[config.mk]
export PLATFORM = sky130hd
export DESIGN_NAME = id_ex_stage_flat
export DESIGN_NICKNAME = d
export VERILOG_FILES = /design/src/rtl/pipe_pkg.sv /design/src/rtl/id_ex_stage_if.sv /design/src/rtl/alu_ctrl.sv /design/src/rtl/id_ex_stage.sv /design/src/flat_wrapper.sv
export SDC_FILE = /design/constraint.sdc
export NUM_CORES = 1
export LEC_CHECK = 0
export BUFFER_PORTS_ARGS = -buffer_cell sky130_fd_sc_hd__buf_4
export CORE_AREA = 2 2 144 146
export CTS_BUF_LIST = sky130_fd_sc_hd__clkbuf_4
export DETAILED_ROUTE_END_ITERATION = 8
export DIE_AREA = 0 0 146 148
export GPL_ROUTABILITY_DRIVEN = 0
export PLACE_DENSITY = 0.67
export SYNTH_ARGS = -nofsm -noshare
export SYNTH_HDL_FRONTEND = slang
export SYNTH_SLANG_ARGS = --single-unit
[constraint.sdc]
create_clock -name clk -period 6.94 [get_ports clk]
set_input_delay 1.388 -clock clk [delete_from_list [all_inputs] [get_ports clk]]
set_output_delay 1.388 -clock clk [all_outputs]
set_load 0.01 [all_outputs]
[src/rtl/pipe_pkg.sv]
// Shared ID/EX pipeline definitions: ALUOp and funct codes, ALU select encodings
// and the control bundle that travels from ID into EX.
package pipe_pkg;

    localparam logic [1:0] ALU_OP_ADD   = 2'b00;
    localparam logic [1:0] ALU_OP_SUB   = 2'b01;
    localparam logic [1:0] ALU_OP_RTYPE = 2'b10;
    localparam logic [1:0] ALU_OP_RSVD  = 2'b11;

    localparam logic [5:0] FUNCT_ADD = 6'b100000;
    localparam logic [5:0] FUNCT_SUB = 6'b100010;
    localparam logic [5:0] FUNCT_AND = 6'b100100;
    localparam logic [5:0] FUNCT_OR  = 6'b100101;
    localparam logic [5:0] FUNCT_SLT = 6'b101010;

    localparam logic [1:0] SEL_AND    = 2'b00;
    localparam logic [1:0] SEL_OR     = 2'b01;
    localparam logic [1:0] SEL_ADDSUB = 2'b10;
    localparam logic [1:0] SEL_SLT    = 2'b11;

    typedef struct packed {
        logic       valid;
        logic       regWrite;
        logic       memRead;
        logic       memWrite;
        logic       memToReg;
        logic       aluSrc;
        logic [1:0] aluSel;
        logic       invertB;
        logic       cin;
        logic       illegal;
    } idExCtrl_t;

endpackage

[src/rtl/id_ex_stage_if.sv]
// ID/EX stage bus: ID-side operands and control, EX/MEM and MEM/WB forwarding
// sources, and the registered EX-side outputs.
interface id_ex_stage_if #(
    parameter int unsigned WIDTH = 32,
    parameter int unsigned RA    = 5
);
    logic             id_valid;
    logic [WIDTH-1:0] id_rs_data;
    logic [WIDTH-1:0] id_rt_data;
    logic [WIDTH-1:0] id_imm;
    logic [RA-1:0]    id_rs;
    logic [RA-1:0]    id_rt;
    logic [RA-1:0]    id_rd;
    logic [1:0]       id_alu_op;
    logic [5:0]       id_funct;
    logic             id_alu_src;
    logic             id_reg_dst;
    logic             id_reg_write;
    logic             id_mem_read;
    logic             id_mem_write;
    logic             id_mem_to_reg;
    logic             flush;
    logic             exm_reg_write;
    logic [RA-1:0]    exm_rd;
    logic [WIDTH-1:0] exm_result;
    logic             mwb_reg_write;
    logic [RA-1:0]    mwb_rd;
    logic [WIDTH-1:0] mwb_result;

    logic             load_use_stall;
    logic             ex_valid;
    logic [WIDTH-1:0] ex_data_a;
    logic [WIDTH-1:0] ex_data_b;
    logic [WIDTH-1:0] ex_store_data;
    logic [1:0]       ex_alu_sel;
    logic             ex_invert_b;
    logic             ex_cin;
    logic [RA-1:0]    ex_dest;
    logic             ex_reg_write;
    logic             ex_mem_read;
    logic             ex_mem_write;
    logic             ex_mem_to_reg;
    logic             ex_illegal;

    modport master (
        output id_valid, id_rs_data, id_rt_data, id_imm, id_rs, id_rt, id_rd,
               id_alu_op, id_funct, id_alu_src, id_reg_dst, id_reg_write,
               id_mem_read, id_mem_write, id_mem_to_reg, flush,
               exm_reg_write, exm_rd, exm_result, mwb_reg_write, mwb_rd, mwb_result,
        input  load_use_stall, ex_valid, ex_data_a, ex_data_b, ex_store_data,
               ex_alu_sel, ex_invert_b, ex_cin, ex_dest, ex_reg_write,
               ex_mem_read, ex_mem_write, ex_mem_to_reg, ex_illegal
    );

    modport slave (
        input  id_valid, id_rs_data, id_rt_data, id_imm, id_rs, id_rt, id_rd,
               id_alu_op, id_funct, id_alu_src, id_reg_dst, id_reg_write,
               id_mem_read, id_mem_write, id_mem_to_reg, flush,
               exm_reg_write, exm_rd, exm_result, mwb_reg_write, mwb_rd, mwb_result,
        output load_use_stall, ex_valid, ex_data_a, ex_data_b, ex_store_data,
               ex_alu_sel, ex_invert_b, ex_cin, ex_dest, ex_reg_write,
               ex_mem_read, ex_mem_write, ex_mem_to_reg, ex_illegal
    );
endinterface

[src/rtl/alu_ctrl.sv]
// Combinational ALUOp/funct decode into the bit-sliced ALU's select, invert-B
// and carry-in controls, flagging unrecognised R-type functs.
module alu_ctrl
    import pipe_pkg::*;
(
    input  logic [1:0] aluOp,
    input  logic [5:0] funct,
    output logic [1:0] sel,
    output logic       invertB,
    output logic       cin,
    output logic       illegal
);

    always_comb begin
        sel     = SEL_ADDSUB;
        invertB = 1'b0;
        cin     = 1'b0;
        illegal = 1'b0;
        unique case (aluOp)
            ALU_OP_ADD, ALU_OP_RSVD: ;
            ALU_OP_SUB: begin
                invertB = 1'b1;
                cin     = 1'b1;
            end
            ALU_OP_RTYPE: begin
                case (funct)
                    FUNCT_ADD: ;
                    FUNCT_SUB: begin
                        invertB = 1'b1;
                        cin     = 1'b1;
                    end
                    FUNCT_AND: sel = SEL_AND;
                    FUNCT_OR:  sel = SEL_OR;
                    FUNCT_SLT: begin
                        sel     = SEL_SLT;
                        invertB = 1'b1;
                        cin     = 1'b1;
                    end
                    // Unknown funct still executes as an add so EX has defined behaviour.
                    default:   illegal = 1'b1;
                endcase
            end
        endcase
    end

endmodule

[src/rtl/id_ex_stage.sv]
// ID/EX pipeline register with load-use bubble insertion, EX/MEM and MEM/WB
// operand forwarding, and registered ALU control decode.
module id_ex_stage
    import pipe_pkg::*;
#(
    parameter int unsigned WIDTH = 32,
    parameter int unsigned RA    = 5
) (
    input logic          clk,
    input logic          rst_n,
    id_ex_stage_if.slave bus
);

    idExCtrl_t        ctrlQ, ctrlD;
    logic [WIDTH-1:0] rsDataQ, rtDataQ, immQ;
    logic [RA-1:0]    rsQ, rtQ, destQ, destD;
    logic [1:0]       aluSel;
    logic             invertB, cin, illegal;
    logic             loadUseStall;
    logic [WIDTH-1:0] fwdA, fwdB;

    alu_ctrl uAluCtrl (
        .aluOp   (bus.id_alu_op),
        .funct   (bus.id_funct),
        .sel     (aluSel),
        .invertB (invertB),
        .cin     (cin),
        .illegal (illegal)
    );

    assign loadUseStall = bus.id_valid && ctrlQ.valid && ctrlQ.memRead && (destQ != '0) &&
                          ((destQ == bus.id_rs) || (destQ == bus.id_rt));
    assign destD = bus.id_reg_dst ? bus.id_rd : bus.id_rt;

    // Flush and stall both load a bubble; operand fields are captured regardless.
    always_comb begin
        ctrlD = '0;
        if (!(bus.flush || loadUseStall)) begin
            ctrlD.valid    = bus.id_valid;
            ctrlD.regWrite = bus.id_reg_write;
            ctrlD.memRead  = bus.id_mem_read;
            ctrlD.memWrite = bus.id_mem_write;
            ctrlD.memToReg = bus.id_mem_to_reg;
            ctrlD.aluSrc   = bus.id_alu_src;
            ctrlD.aluSel   = aluSel;
            ctrlD.invertB  = invertB;
            ctrlD.cin      = cin;
            ctrlD.illegal  = illegal;
        end
    end

    always_ff @(posedge clk or negedge rst_n) begin
        if (!rst_n) begin
            ctrlQ   <= '0;
            rsDataQ <= '0;
            rtDataQ <= '0;
            immQ    <= '0;
            rsQ     <= '0;
            rtQ     <= '0;
            destQ   <= '0;
        end else begin
            ctrlQ   <= ctrlD;
            rsDataQ <= bus.id_rs_data;
            rtDataQ <= bus.id_rt_data;
            immQ    <= bus.id_imm;
            rsQ     <= bus.id_rs;
            rtQ     <= bus.id_rt;
            destQ   <= destD;
        end
    end

    // EX/MEM is the younger producer, so it wins over MEM/WB; $0 is never forwarded.
    always_comb begin
        fwdA = rsDataQ;
        if (bus.exm_reg_write && (bus.exm_rd != '0) && (bus.exm_rd == rsQ)) begin
            fwdA = bus.exm_result;
        end else if (bus.mwb_reg_write && (bus.mwb_rd != '0) && (bus.mwb_rd == rsQ)) begin
            fwdA = bus.mwb_result;
        end
        fwdB = rtDataQ;
        if (bus.exm_reg_write && (bus.exm_rd != '0) && (bus.exm_rd == rtQ)) begin
            fwdB = bus.exm_result;
        end else if (bus.mwb_reg_write && (bus.mwb_rd != '0) && (bus.mwb_rd == rtQ)) begin
            fwdB = bus.mwb_result;
        end
    end

    assign bus.load_use_stall = loadUseStall;
    assign bus.ex_valid       = ctrlQ.valid;
    assign bus.ex_data_a      = fwdA;
    assign bus.ex_store_data  = fwdB;
    assign bus.ex_data_b      = ctrlQ.aluSrc ? immQ : fwdB;
    assign bus.ex_alu_sel     = ctrlQ.aluSel;
    assign bus.ex_invert_b    = ctrlQ.invertB;
    assign bus.ex_cin         = ctrlQ.cin;
    assign bus.ex_dest        = destQ;
    assign bus.ex_reg_write   = ctrlQ.regWrite;
    assign bus.ex_mem_read    = ctrlQ.memRead;
    assign bus.ex_mem_write   = ctrlQ.memWrite;
    assign bus.ex_mem_to_reg  = ctrlQ.memToReg;
    assign bus.ex_illegal     = ctrlQ.illegal;

endmodule

[src/flat_wrapper.sv]
// flat-port wrapper written by rule: the top's interface ports become plain ports
module id_ex_stage_flat import pipe_pkg::*;
#(
    parameter int unsigned WIDTH = 32,
    parameter int unsigned RA    = 5
)
  (clk, rst_n, bus_id_valid, bus_id_rs_data, bus_id_rt_data, bus_id_imm, bus_id_rs, bus_id_rt, bus_id_rd, bus_id_alu_op, bus_id_funct, bus_id_alu_src, bus_id_reg_dst, bus_id_reg_write, bus_id_mem_read, bus_id_mem_write, bus_id_mem_to_reg, bus_flush, bus_exm_reg_write, bus_exm_rd, bus_exm_result, bus_mwb_reg_write, bus_mwb_rd, bus_mwb_result, bus_load_use_stall, bus_ex_valid, bus_ex_data_a, bus_ex_data_b, bus_ex_store_data, bus_ex_alu_sel, bus_ex_invert_b, bus_ex_cin, bus_ex_dest, bus_ex_reg_write, bus_ex_mem_read, bus_ex_mem_write, bus_ex_mem_to_reg, bus_ex_illegal);
  id_ex_stage_if #(.WIDTH(WIDTH), .RA(RA)) bus_i ();
  input logic clk;
  input logic rst_n;
  input wire logic [$bits(bus_i.id_valid)-1:0] bus_id_valid;
  input wire logic [$bits(bus_i.id_rs_data)-1:0] bus_id_rs_data;
  input wire logic [$bits(bus_i.id_rt_data)-1:0] bus_id_rt_data;
  input wire logic [$bits(bus_i.id_imm)-1:0] bus_id_imm;
  input wire logic [$bits(bus_i.id_rs)-1:0] bus_id_rs;
  input wire logic [$bits(bus_i.id_rt)-1:0] bus_id_rt;
  input wire logic [$bits(bus_i.id_rd)-1:0] bus_id_rd;
  input wire logic [$bits(bus_i.id_alu_op)-1:0] bus_id_alu_op;
  input wire logic [$bits(bus_i.id_funct)-1:0] bus_id_funct;
  input wire logic [$bits(bus_i.id_alu_src)-1:0] bus_id_alu_src;
  input wire logic [$bits(bus_i.id_reg_dst)-1:0] bus_id_reg_dst;
  input wire logic [$bits(bus_i.id_reg_write)-1:0] bus_id_reg_write;
  input wire logic [$bits(bus_i.id_mem_read)-1:0] bus_id_mem_read;
  input wire logic [$bits(bus_i.id_mem_write)-1:0] bus_id_mem_write;
  input wire logic [$bits(bus_i.id_mem_to_reg)-1:0] bus_id_mem_to_reg;
  input wire logic [$bits(bus_i.flush)-1:0] bus_flush;
  input wire logic [$bits(bus_i.exm_reg_write)-1:0] bus_exm_reg_write;
  input wire logic [$bits(bus_i.exm_rd)-1:0] bus_exm_rd;
  input wire logic [$bits(bus_i.exm_result)-1:0] bus_exm_result;
  input wire logic [$bits(bus_i.mwb_reg_write)-1:0] bus_mwb_reg_write;
  input wire logic [$bits(bus_i.mwb_rd)-1:0] bus_mwb_rd;
  input wire logic [$bits(bus_i.mwb_result)-1:0] bus_mwb_result;
  output wire logic [$bits(bus_i.load_use_stall)-1:0] bus_load_use_stall;
  output wire logic [$bits(bus_i.ex_valid)-1:0] bus_ex_valid;
  output wire logic [$bits(bus_i.ex_data_a)-1:0] bus_ex_data_a;
  output wire logic [$bits(bus_i.ex_data_b)-1:0] bus_ex_data_b;
  output wire logic [$bits(bus_i.ex_store_data)-1:0] bus_ex_store_data;
  output wire logic [$bits(bus_i.ex_alu_sel)-1:0] bus_ex_alu_sel;
  output wire logic [$bits(bus_i.ex_invert_b)-1:0] bus_ex_invert_b;
  output wire logic [$bits(bus_i.ex_cin)-1:0] bus_ex_cin;
  output wire logic [$bits(bus_i.ex_dest)-1:0] bus_ex_dest;
  output wire logic [$bits(bus_i.ex_reg_write)-1:0] bus_ex_reg_write;
  output wire logic [$bits(bus_i.ex_mem_read)-1:0] bus_ex_mem_read;
  output wire logic [$bits(bus_i.ex_mem_write)-1:0] bus_ex_mem_write;
  output wire logic [$bits(bus_i.ex_mem_to_reg)-1:0] bus_ex_mem_to_reg;
  output wire logic [$bits(bus_i.ex_illegal)-1:0] bus_ex_illegal;
  assign bus_i.id_valid = bus_id_valid;
  assign bus_i.id_rs_data = bus_id_rs_data;
  assign bus_i.id_rt_data = bus_id_rt_data;
  assign bus_i.id_imm = bus_id_imm;
  assign bus_i.id_rs = bus_id_rs;
  assign bus_i.id_rt = bus_id_rt;
  assign bus_i.id_rd = bus_id_rd;
  assign bus_i.id_alu_op = bus_id_alu_op;
  assign bus_i.id_funct = bus_id_funct;
  assign bus_i.id_alu_src = bus_id_alu_src;
  assign bus_i.id_reg_dst = bus_id_reg_dst;
  assign bus_i.id_reg_write = bus_id_reg_write;
  assign bus_i.id_mem_read = bus_id_mem_read;
  assign bus_i.id_mem_write = bus_id_mem_write;
  assign bus_i.id_mem_to_reg = bus_id_mem_to_reg;
  assign bus_i.flush = bus_flush;
  assign bus_i.exm_reg_write = bus_exm_reg_write;
  assign bus_i.exm_rd = bus_exm_rd;
  assign bus_i.exm_result = bus_exm_result;
  assign bus_i.mwb_reg_write = bus_mwb_reg_write;
  assign bus_i.mwb_rd = bus_mwb_rd;
  assign bus_i.mwb_result = bus_mwb_result;
  assign bus_load_use_stall = bus_i.load_use_stall;
  assign bus_ex_valid = bus_i.ex_valid;
  assign bus_ex_data_a = bus_i.ex_data_a;
  assign bus_ex_data_b = bus_i.ex_data_b;
  assign bus_ex_store_data = bus_i.ex_store_data;
  assign bus_ex_alu_sel = bus_i.ex_alu_sel;
  assign bus_ex_invert_b = bus_i.ex_invert_b;
  assign bus_ex_cin = bus_i.ex_cin;
  assign bus_ex_dest = bus_i.ex_dest;
  assign bus_ex_reg_write = bus_i.ex_reg_write;
  assign bus_ex_mem_read = bus_i.ex_mem_read;
  assign bus_ex_mem_write = bus_i.ex_mem_write;
  assign bus_ex_mem_to_reg = bus_i.ex_mem_to_reg;
  assign bus_ex_illegal = bus_i.ex_illegal;
  id_ex_stage #(.WIDTH(WIDTH), .RA(RA)) u_core (.clk(clk), .rst_n(rst_n), .bus(bus_i));
endmodule
---- Word-level counts from Yosys, hierarchy flattened ----
Cells that the tools add are included.
operators by class
  eq/ne operators ......................... 13
  reduce and logical (&&, ||, !) cells .... 17
  muxes and demuxes ....................... 13
operators with widths
  operator              count
  $mux W32              5
  $eq A5 B5 Y1          6
  $eq A6 B6 Y1 const B  5
  $reduce_bool A5 Y1    3
  $mux W11              1
  $logic_and A1 B1 Y1   10
  $pmux W2 S3           1
  $mux W5               1
  $reduce_or A5 Y1      1
  $mux W1               3
  $eq A2 B1 Y1 const B  1
  $eq A2 B2 Y1 const B  1
  $logic_or A1 B1 Y1    2
  $mux W2               1
  $pmux W1 S2           1
  $reduce_or A2 Y1      1
storage, ports and cells
  output and inout bits ................... 112
  register bits after elaboration ......... 122
  input bits .............................. 205

---- Depth between registers and ports, before layout ----
  word-level depth ........................ 6
  gate-level depth with buffers ........... 7
  depth with buffers taken out ............ 5

---- By module ----
A second synthesis with hierarchy kept.
second synthesis, totals
  cell total of the unflattened synthesis .. 540
  area total of the unflattened synthesis .. 6251.0 um^2
modules (own cells, without submodules)
  module       area an instance (um^2)  cells an instance  instances
  id_ex_stage  6094.6                   522                1
  alu_ctrl     156.4                    18                 1

---- Worst setup path before layout ----
No wires, ideal clock.
  path type ............................... input -> output
  from .................................... in bus_mwb_rd[4]
  to ...................................... out bus_ex_data_a[16]
  buffers on the path ..................... 2
  cell stages on the path ................. 7
  slack ................................... 2.631 ns
  arrival time ............................ 2.921 ns
  data required time ...................... 5.552 ns
  cell sequence ........................... or4_1 o21a_1 and4_1 buf_6 buf_8 mux2i_1 o21ai_0
on the way
  longest elaborated chain between the ends .. 5
  elaborated cells on any way between the ends .. 6
  those cells by class .................... eq/ne: 1; mux: 2; reduce/logical: 3
RTL lines
  element                  line                RTL
  from (decl)              flat_wrapper.sv:31  input wire logic [$bits(bus_i.mwb_rd)-1:0] bus_mwb_rd;
  $reduce_bool A5 Y1       id_ex_stage.sv:77   end else if (bus.mwb_reg_write && (bus.mwb_rd != '0) && (bus.mwb_rd == rsQ)) begin
  $logic_and A1 B1 Y1      id_ex_stage.sv:77
  $logic_and A1 B1 Y1 (*)  id_ex_stage.sv:77
  $mux W32 (*)             id_ex_stage.sv:77
  $mux W32 (*)             id_ex_stage.sv:75   if (bus.exm_reg_write && (bus.exm_rd != '0) && (bus.exm_rd == rsQ)) begin
  to (decl)                flat_wrapper.sv:35  output wire logic [$bits(bus_i.ex_data_a)-1:0] bus_ex_data_a;
Every way passes the cells marked *; elsewhere a longest branch is shown, timed or not.

---- Worst setup path after layout ----
  from .................................... in bus_exm_rd[1]
  to ...................................... out bus_ex_data_b[0]
on the way
  longest elaborated chain between the ends .. 5
  elaborated cells on any way between the ends .. 6
  those cells by class .................... eq/ne: 1; mux: 2; reduce/logical: 3
RTL lines
  element                  line                RTL
  from (decl)              flat_wrapper.sv:28  input wire logic [$bits(bus_i.exm_rd)-1:0] bus_exm_rd;
  $reduce_bool A5 Y1       id_ex_stage.sv:81   if (bus.exm_reg_write && (bus.exm_rd != '0) && (bus.exm_rd == rtQ)) begin
  $logic_and A1 B1 Y1      id_ex_stage.sv:81
  $logic_and A1 B1 Y1 (*)  id_ex_stage.sv:81
  $mux W32 (*)             id_ex_stage.sv:81
  $mux W32 (*)             id_ex_stage.sv:92   assign bus.ex_data_b = ctrlQ.aluSrc ? immQ : fwdB;
  to (decl)                flat_wrapper.sv:36  output wire logic [$bits(bus_i.ex_data_b)-1:0] bus_ex_data_b;
Marks and branches as above.

==> flow_metrics.env <==
export IMPL_path_cells="buf_4 -> xor2_1 -> nor3_1 -> nand3_4 -> nor3_1 -> a221oi_1 -> buf_4"
export IMPL_crit_arrival_ns=3.87
export IMPL_synth_area_sq_um=5883
export IMPL_cp_endpoint="bus_ex_data_b[0]"
export IMPL_syn_inst=526
export IMPL_finalCritPeriodShare_pct=75.77
export IMPL_dp_cells=1079
export IMPL_setup_tns_ns=0
export IMPL_ys_top_cells_by_area="dfrtp_1, mux2i_1, a221oi_2, xor2_1, nor3_1"
export IMPL_power_density_nw_per_um2=187.1
export IMPL_synth_mux_area_share_pct=12.02
export IMPL_highest_layer="met4"
export IMPL_synth_xor_area_share_pct=4.466
export IMPL_syn_nets=733
export IMPL_syn_area_per_cell_sq_um=11.18
export IMPL_fin_skew_ns=0.007452
export IMPL_yosys_area_share_simple_pct=10.31
export IMPL_critPathKind="in -> out"
export IMPL_drive_gt1_share_pct=46.73
export IMPL_hold_ws_ns=0.8097
export IMPL_synth_distinct_cells=39
export IMPL_pin_count=317
export IMPL_finalHoldViolCount=0
export IMPL_synth_top_area_cell="dfrtp_1"
export IMPL_die_w_microns=146
export IMPL_cpPeakStageDelay_ns=0.86
export IMPL_grt_first_pass_wirelength_microns=28870
export IMPL_cts_tree="yes"
export IMPL_rsz0062_at_grt="no"
export IMPL_grt_max_degree=97
export IMPL_vias_per_cell=4.630
export IMPL_wl_met2_microns=9753
export IMPL_ant_nets=0
export IMPL_max_cap_viol_count=0
export IMPL_ys_warn_count=0
export IMPL_numCtsBuffers=17
export IMPL_insertion_delay_ns=0.50
export IMPL_dp_hpwl_microns=14150
export IMPL_cts_hold_buf=0
export IMPL_wl_met3_microns=1424
export IMPL_critPathLaunchType="primary input"
export IMPL_num_vias=5149
export IMPL_synth_edf_count=0
export IMPL_start_util_pct=29.36
export IMPL_syn2layout_area_growth_pct=47.58
export IMPL_fmaxAchievable_mhz=190.2
export IMPL_synthArstFlopShare_pct=100.0
export IMPL_synth_fa_ha_area_share_pct=0.4254
export IMPL_path_max_fanout=96
export IMPL_grt_pass1_vias=5368
export IMPL_postCtsSetupRepairBufs=0
export IMPL_synth_top_family_by_area="compound AO/OA/AOI/OAI gates"
export IMPL_overflow=0
export IMPL_min_path_type="reg -> reg"
export IMPL_cts_buffer_depth=2
export IMPL_ff2ff_setup_slack_ns=5.16
export IMPL_synth_ff_type="dfrtp_1"
export IMPL_ir_drop_mv=0.1455
export IMPL_port_buffers=316
export IMPL_worst_slew_margin_rel_pct=28.68
export IMPL_nNetsFinal=1035
export IMPL_worstPathRequired_ns=5.55
export IMPL_timing_rr_start="u_core.bus.ex_dest[0]$_DFF_PN0_"
export IMPL_antenna_found_initial=1
export IMPL_htreeDepth=4
export IMPL_cpMaxStageDelayCell="nand3_4"
export IMPL_routedWlPerCell_microns=17.27
export IMPL_wl_microns=19210
export IMPL_yosys_top_cells_count="dfrtp_1, mux2i_1, nor3_1"
export IMPL_slew_viol_final=0
export IMPL_cp_buffers_inverters=2
export IMPL_rr_endpoint="u_core.bus.ex_alu_sel[1]$_DFF_PN0_"
export IMPL_post_route_drc_count=0
export IMPL_rows=52
export IMPL_drt_pass1_iter_count=4
export IMPL_synth_top_area_share_pct=51.47
export IMPL_min_period_ns=5.259
export IMPL_critical_path_startpoint="bus_exm_rd[1]"
export IMPL_critical_path_top_delay_family="simple AND/OR/NAND/NOR gates"
export IMPL_status="finished, final reports clean"
export IMPL_ys_seq_elements=121
export IMPL_synth_compound_area_share_pct=14.67
export IMPL_grt_usage_pct=17.42
export IMPL_synth_most_common_cell="dfrtp_1"
export IMPL_die_area_sq_um=21610
export IMPL_cts_resized=0
export IMPL_cts_sinks=121
export IMPL_clockRootBuffer="clkbuf_4"
export IMPL_n_fill_cell=1962
export IMPL_setup_violations=0
export IMPL_worst_pin_slew_ns=1.070
export IMPL_wl_met1_microns=7662
export IMPL_top_regs="u_core.immQ: 32 flops, u_core.rsDataQ: 32 flops, u_core.rtDataQ: 32 flops"
export IMPL_fp_dieH_microns=148
export IMPL_ys_seq_area_share_pct=51.47
export IMPL_core_sq_um=20040
export IMPL_reg2regPathDepth=4
export IMPL_path_depth=7
export IMPL_drtIter0Drc=184
export IMPL_p_leak_uw=0.004236
export IMPL_fin_cells=1112
export IMPL_endpoint_kind="output port"
export IMPL_clkSlewWorstSetupHoldPaths_ns=0.11
## layer usage
layer	up-vias	track usage, %
li1	2442	-
met1	2462	19.73
met2	221	30.94
met3	24	6.080
met4	0	5.388
met5	-	0
## cells in the final DEF, fill, tap and decap left out, drive strengths merged
cell type | Yosys | layout
and3b | 1 | 1
o21ba | 1 | 1
nor4 | 1 | 1
xnor2 | 6 | 6
mux2 | 5 | 5
nor3b | 2 | 2
nand2 | 32 | 32
a31oi | 1 | 1
nor2 | 36 | 36
xor2 | 24 | 24
bufinv | 0 | 3
clkinvlp | 0 | 2
and4 | 2 | 2
diode | 0 | 1
a21boi | 1 | 1
clkinv | 0 | 9
and3 | 2 | 2
o21a | 2 | 2
inv | 34 | 34
nand4 | 1 | 1
a221oi | 32 | 32
nand3 | 1 | 1
nand4b | 1 | 1
dfrtp | 121 | 121
o2111ai | 1 | 1
buf | 25 | 320
nor3 | 38 | 38
clkbuf | 12 | 18
o21ai | 32 | 32
and2 | 6 | 6
a21oi | 33 | 33
a22oi | 1 | 1
mux2i | 65 | 65
nand2b | 1 | 1
ha | 2 | 2
a22o | 1 | 1
or4 | 3 | 3
## cell type report
class	instances	area, sq um	share of cell area [%]
Clock buffer	18	135.1	1.556
Sequential cell	121	3032	34.92
Clock inverter	14	156.4	1.801
Timing Repair Buffer	320	2402	27.67
Multi-Input combinational cell	334	2489	28.66
Antenna cell	1	2.502	0.02882
Tap cell	270	337.8	3.891
Inverter	34	127.6	1.470
## where the power goes
group,switching (uW),internal [uW]
Sequential,22.6,740
Combinational,154,186
Clock,272,250
## logic make-up (layout without fill, tap and decap cells)
group                      after synthesis  after routing
DFF                                    121            121
and+or+nand+nor                        127            127
adders and majority gates                2              2
other                                    0              1
xor gates and xnor gates                30             30
AOI/OAI and AO/OA                      105            105
muxes                                   70             70
buffers and inverters                   71            386
## worst register-to-register path: cells and delay by family, from the launching register on
| family | cells | cell delay (ns) |
|---|---|---|
| AOI/OAI and AO/OA | 3 | 0.71 |
| DFF | 1 | 0.44 |
| and+or+nand+nor | 1 | 0.56 |
## worst min-delay path by stage
stage                                      from                                to  slack [ns]  cells after the start
5_1_grt                          bus_id_imm[11]         u_core.immQ[11]$_DFF_PN0_        0.87                      1
4_1_cts        u_core.bus.ex_mem_read$_DFF_PN0_       u_core.bus.ex_cin$_DFF_PN0_        0.82                      3
2_1_floorplan  u_core.bus.ex_mem_read$_DFF_PN0_  u_core.bus.ex_mem_read$_DFF_PN0_        0.82                      3
6_report       u_core.bus.ex_mem_read$_DFF_PN0_       u_core.bus.ex_cin$_DFF_PN0_        0.81                      3
3_5_place_dp   u_core.bus.ex_mem_read$_DFF_PN0_       u_core.bus.ex_cin$_DFF_PN0_        0.81                      3
3_3_place_gp   u_core.bus.ex_mem_read$_DFF_PN0_       u_core.bus.ex_cin$_DFF_PN0_        0.80                      3
## through the flow
stage | cell area, sq um | total power (uW) | util [%] | worst slack, ns
detailed placement | 8388 | 1120 | 41.86 | 1.700
floorplan | 5883 | 900.9 | - | 2.631
global route | 8682 | 1710 | 43.33 | 1.521
global placement | 8388 | 1116 | 41.86 | 1.681
CTS | 8680 | 1652 | 43.31 | 1.694
finish | 8682 | 1624 | 43.33 | 1.681
Note: power is estimated with default switching activity, not from simulation.
